--- src/rtl/cm0_dap_jt_cdc_defs_pkg.sv ---
// Shared definitions for the DAP 4-phase REQ/ACK CDC blocks (send and receive sides).
package cm0_dap_jt_cdc_defs;

  typedef enum logic [1:0] {
    ST_IDLE = 2'b00,
    ST_HOLD = 2'b01,
    ST_ACK  = 2'b10
  } cdc_st_e;

  localparam int CDC_MIN_SYNC_STAGES = 2;

endpackage

--- src/rtl/cm0_dap_jt_cdc_sync.sv ---
// Single-bit request synchroniser; stands in for the library synchroniser cell.
module cm0_dap_jt_cdc_sync #(
  parameter int STAGES = 2
) (
  input  logic dclk,
  input  logic dreset,
  input  logic d,
  output logic q
);

  logic [STAGES-1:0] chain;

  always_ff @(posedge dclk) begin
    if (dreset) chain <= '0;
    else        chain <= {chain[STAGES-2:0], d};
  end

  assign q = chain[STAGES-1];

endmodule

--- src/rtl/cm0_dap_jt_cdc_req_rx.sv ---
// Receive side of the DAP 4-phase REQ/ACK CDC: synchronise REQ, capture data,
// present it as a VALID/READY word and return a flop-driven ACK.
module cm0_dap_jt_cdc_req_rx
  import cm0_dap_jt_cdc_defs::*;
#(
  parameter int PRESENT     = 1,
  parameter int DW          = 32,
  parameter int SYNC_STAGES = 2
) (
  input  logic          dclk,
  input  logic          dreset,
  input  logic          reqin,
  input  logic [DW-1:0] datain,
  output logic          validout,
  output logic [DW-1:0] dataout,
  input  logic          readyin,
  output logic          ackout,
  output logic          abort
);

  localparam int SS = (SYNC_STAGES < CDC_MIN_SYNC_STAGES) ? CDC_MIN_SYNC_STAGES : SYNC_STAGES;

  if (PRESENT != 0) begin : g_present
    logic          reqs;
    logic [SS-1:0] fill;
    logic          armed;
    cdc_st_e       st;
    logic          valid_q, ack_q, abort_q;
    logic [DW-1:0] data_q;

    cm0_dap_jt_cdc_sync #(.STAGES(SS)) u_sync (
      .dclk   (dclk),
      .dreset (dreset),
      .d      (reqin),
      .q      (reqs)
    );

    // The chain is flushed to 0 by reset, so a low reqs only counts as a real
    // observation of REQIN once the chain has refilled with post-reset samples.
    always_ff @(posedge dclk) begin
      if (dreset) begin
        fill  <= '0;
        armed <= 1'b0;
      end else begin
        fill <= {fill[SS-2:0], 1'b1};
        if (fill[SS-1] && !reqs) armed <= 1'b1;
      end
    end

    always_ff @(posedge dclk) begin
      if (dreset) begin
        st      <= ST_IDLE;
        valid_q <= 1'b0;
        ack_q   <= 1'b0;
        abort_q <= 1'b0;
        data_q  <= '0;
      end else begin
        abort_q <= 1'b0;
        case (st)
          ST_IDLE: if (reqs && armed) begin
            st      <= ST_HOLD;
            data_q  <= datain;
            valid_q <= 1'b1;
          end
          ST_HOLD: if (readyin) begin
            valid_q <= 1'b0;
            if (reqs) begin
              ack_q <= 1'b1;
              st    <= ST_ACK;
            end else begin
              // Sender withdrew in the same cycle the word was taken: the
              // transfer stands, but there is no request left to acknowledge.
              st <= ST_IDLE;
            end
          end else if (!reqs) begin
            valid_q <= 1'b0;
            abort_q <= 1'b1;
            st      <= ST_IDLE;
          end
          ST_ACK: if (!reqs) begin
            ack_q <= 1'b0;
            st    <= ST_IDLE;
          end
          default: st <= ST_IDLE;
        endcase
      end
    end

    assign validout = valid_q;
    assign dataout  = data_q;
    assign ackout   = ack_q;
    assign abort    = abort_q;
  end else begin : g_absent
    logic unused_inputs;
    assign unused_inputs = ^{dclk, dreset, reqin, datain, readyin};
    assign validout = 1'b0;
    assign dataout  = '0;
    assign ackout   = 1'b0;
    assign abort    = 1'b0;
  end

endmodule

--- config.mk ---
export PLATFORM = sky130hd
export DESIGN_NAME = cm0_dap_jt_cdc_req_rx
export DESIGN_NICKNAME = d
export VERILOG_FILES = /design/src/rtl/cm0_dap_jt_cdc_defs_pkg.sv /design/src/rtl/cm0_dap_jt_cdc_sync.sv /design/src/rtl/cm0_dap_jt_cdc_req_rx.sv
export SDC_FILE = /design/constraint.sdc
export NUM_CORES = 1
export LEC_CHECK = 0
export CORE_MARGIN = 3
export CORE_UTILIZATION = 39
export CTS_CLUSTER_SIZE = 14
export DETAILED_ROUTE_END_ITERATION = 8
export PLACE_DENSITY = 0.83
export SLEW_MARGIN = 10
export SYNTH_ARGS = -nofsm -noshare
export SYNTH_HDL_FRONTEND = slang
export SYNTH_SLANG_ARGS = --single-unit
--- constraint.sdc ---
create_clock -name dclk -period 1.6 [get_ports dclk]
set_input_delay 0.32 -clock dclk [delete_from_list [all_inputs] [get_ports dclk]]
set_output_delay 0.32 -clock dclk [all_outputs]
set_load 0.02 [all_outputs]
==> results.rst <==
.. list-table::
   :header-rows: 1

   * - Metric
     - Value
   * - Pin count of the biggest net entering global routing
     - 23
   * - CTS tree
     - done
   * - Clock transition at path regs
     - 0.07 ns
   * - Data arrival at the endpoint of the critical path
     - 1.22 ns
   * - HPWL Detailed
     - 2410 um
   * - Bufs and invs on worst path
     - 1
   * - Boundary Pins
     - 71
   * - Peak supply drop
     - 0.000461 V
   * - Via density
     - 4.68
   * - Detailed-route wire length per cell
     - 11.3 um
   * - Root Buffer Master
     - sky130_fd_sc_hd__clkbuf_8
   * - Number of storage elements in the synthesis netlist
     - 42
   * - Overall routing resource usage
     - 14.6%
   * - Ratio of cells with drive above 1 in the final layout
     - 10.2%
   * - Width of the chip
     - 68.4 um
   * - Maximum number of buffers from clock root to sink
     - 2
   * - Die area
     - 4680 sq um
   * - Largest fanout on the critical path
     - 2
   * - Count of maximum capacitance violations
     - 0
   * - Maximum clock frequency
     - 648 MHz
   * - Leakage dissipation
     - 0.869 nW
   * - Slowest stage cell on the critical path
     - sky130_fd_sc_hd__clkdlybuf4s50_1
   * - Final worst clock skew
     - 0.00250 ns
   * - Crit path max-delay family
     - buffers and inverters
   * - Fillcell total
     - 346
   * - Initial Utilization
     - 40.8%
   * - Part of the Yosys area used for sequential elements
     - 55.4%
   * - Total count of max-transition violations in the final report
     - 0
   * - Power density over cell area
     - 808 nW/um^2
   * - Result of the run
     - completed
   * - Mean cell area of the mapped netlist
     - 8.62 sq um
   * - Net count of the mapped netlist
     - 212
   * - Clock latency on the worst-skew pair
     - 0.28 ns
   * - Diode count
     - 0
   * - Die height
     - 68.4 um
   * - RSZ-0062 raised after global routing
     - false
   * - Floorplan core area
     - 3720 sq um
   * - Unique masters post-synth
     - 21
   * - Gate Count Post-Synth
     - 176
   * - Global-route wire length before repair
     - 5220 um
   * - Number of antenna violations at the first check in global routing
     - 0
   * - Final core occ
     - 62.7%
   * - Cell breakdown of the critical path
     - clkdlybuf4s50_1
   * - Number of I/O port buffers
     - 70
   * - Worst-case headroom to the max-slew limit
     - 72.5%
   * - Worst setup SP type
     - flop
   * - Number of DRC violations after detailed routing
     - 0
   * - Combined area of all synthesized cells
     - 1520 sq um
   * - Class of the tightest hold or removal check
     - in -> reg
   * - Slew of the pin with the lowest slew margin
     - 0.413 ns
   * - Htree depth
     - 2
   * - Via Count
     - 1,367
   * - Final-layout setup total negative slack
     - 0 ns
   * - Worst setup EP type
     - output pin
   * - Via count of the first global-routing pass
     - 1,188
   * - Post-CTS Repair Setup Buffers
     - 0
   * - Total wirelength of the detailed-routed design
     - 3290 um
   * - Final setup violating endpoints
     - 0
   * - Final std cells w/o fill
     - 292
   * - Final Hold Violating Endpoints
     - 0
   * - Initial DRC count
     - 77
   * - Number of placement rows
     - 22
   * - Number of cells after detailed placement
     - 286
   * - Final period util
     - 96.5%
   * - Layout net count
     - 281
   * - Slowest Stage Delay on Critical Path
     - 0.61 ns
   * - Num Clock Sinks
     - 42
   * - Layout overhead on the synthesized area
     - 53.6%
   * - Antenna violation net count after detailed routing
     - 0
   * - Setup CP Type
     - reg -> out
   * - Minimum clock period
     - 1.54 ns
   * - Number of buffers added by the clock tree synthesis step
     - 5
   * - Final Worst Setup Slack
     - 0.0557 ns
   * - Pre-Repair DR Iteration Count
     - 4
   * - Setup WS pre-CTS
     - 0.219 ns
   * - Total congestion overflow after global routing
     - 0
   * - Required time at the endpoint of the critical path
     - 1.28 ns
   * - Routability congestion estimate from global placement
     - 0.649
   * - Total number of yosys warnings
     - 0
==> layout by cell type (no fill, tap or decap), drive strengths merged <==
master and count:
inv 3, and4bb 1, nor2b 4, a31oi 1, a211oi 1, dfxtp 42, a21oi 34, nand4bb 1
dlymetal6s2s 5, and3 1, nor2 2, clkdlybuf4s50 64, clkbuf 6, nand2 65, and4 1, buf 6
o21ai 4, nor4 1, nor3 1, mux2 1
==> synthesized netlist by cell type, drive strengths merged <==
master	count	area share [%]
dfxtp	42	55
and4bb	1	0.82
and4	1	0.66
nor2	2	0.49
a21oi	34	13
clkbuf	9	4.5
nand4bb	1	0.74
a211oi	1	0.49
a31oi	1	0.41
o21ai	4	1.3
buf	4	1.3
and3	1	0.49
mux2	1	0.74
nand2	65	16
nor2b	4	1.6
nor3	1	0.33
nor4	1	0.41
inv	3	0.74
==> flip-flops by register name, indices dropped and copies added (netlist names) <==
register and count:
abort 1, ackout 1, dataout 32, g_present.armed 1
g_present.fill 2, g_present.st 2, g_present.u_sync.chain 2, validout 1
==> worst paths after layout <==
path / slack, ns / from / end / cells past startpoint
setup / recovery: 0.06 / dataout[9] / dataout[9] / 1
hold / removal: 0.39 / dreset / g_present.fill[0] / 2
setup reg to reg: 0.28 / g_present.st[0] / dataout[15] / 4
hold reg to reg: 0.44 / g_present.u_sync.chain[0] / g_present.u_sync.chain[1] / 1
==> cell families (layout without fill, tap and decap cells) <==
group | Yosys count | in the layout | share of synthesized area, %
DFF | 42 | 42 | 55.4
buffers and inverters | 16 | 84 | 6.51
muxes | 1 | 1 | 0.742
and+or+nand+nor | 77 | 77 | 21.7
AOI/OAI and AO/OA | 40 | 40 | 15.7
==> what timing repair did <==
action                     4_1_cts  5_1_grt
hold buffers                     0        0
gates resized for setup          0        5
hold endpoints to repair         0        0
setup endpoints to repair        0        5
==> through the flow <==
step / instance area (sq um) / hold slack (ns) / total power [mW]
3_3_place_gp: 2240 / 0.419 / 1.27
5_1_grt: 2330 / 0.422 / 1.96
4_1_cts: 2320 / 0.394 / 1.91
3_5_place_dp: 2240 / 0.427 / 1.27
2_1_floorplan: 1520 / 0.414 / 1.15
6_report: 2330 / 0.392 / 1.88
==> metal layers <==
layer	wire length [um]	track usage (%)	up-vias	share of wire [%]
met5	0	0	-	0
met3	274	4.60	5	8.3
met4	31	5.96	0	0.94
li1	-	-	705	-
met2	1510	22.5	46	46
met1	1470	18.8	611	45
==> area by class of cell <==
| class | instances | area (sq um) | area share, % |
|---|---|---|---|
| timing repair buffer | 75 | 758 | 32.5 |
| clock buffer | 6 | 82.6 | 3.54 |
| sequential | 42 | 841 | 36.1 |
| multi-input combinational | 118 | 578 | 24.8 |
| inverter | 3 | 11.3 | 0.483 |
| tap | 48 | 60.1 | 2.58 |
==> report_power, final <==
group          switching, mW  internal, mW  leakage, nW
registers            0.00917          1.06        0.340
logic                 0.0644         0.108        0.486
clock network          0.309         0.332       0.0431
Power figures use the tool's default switching activity.
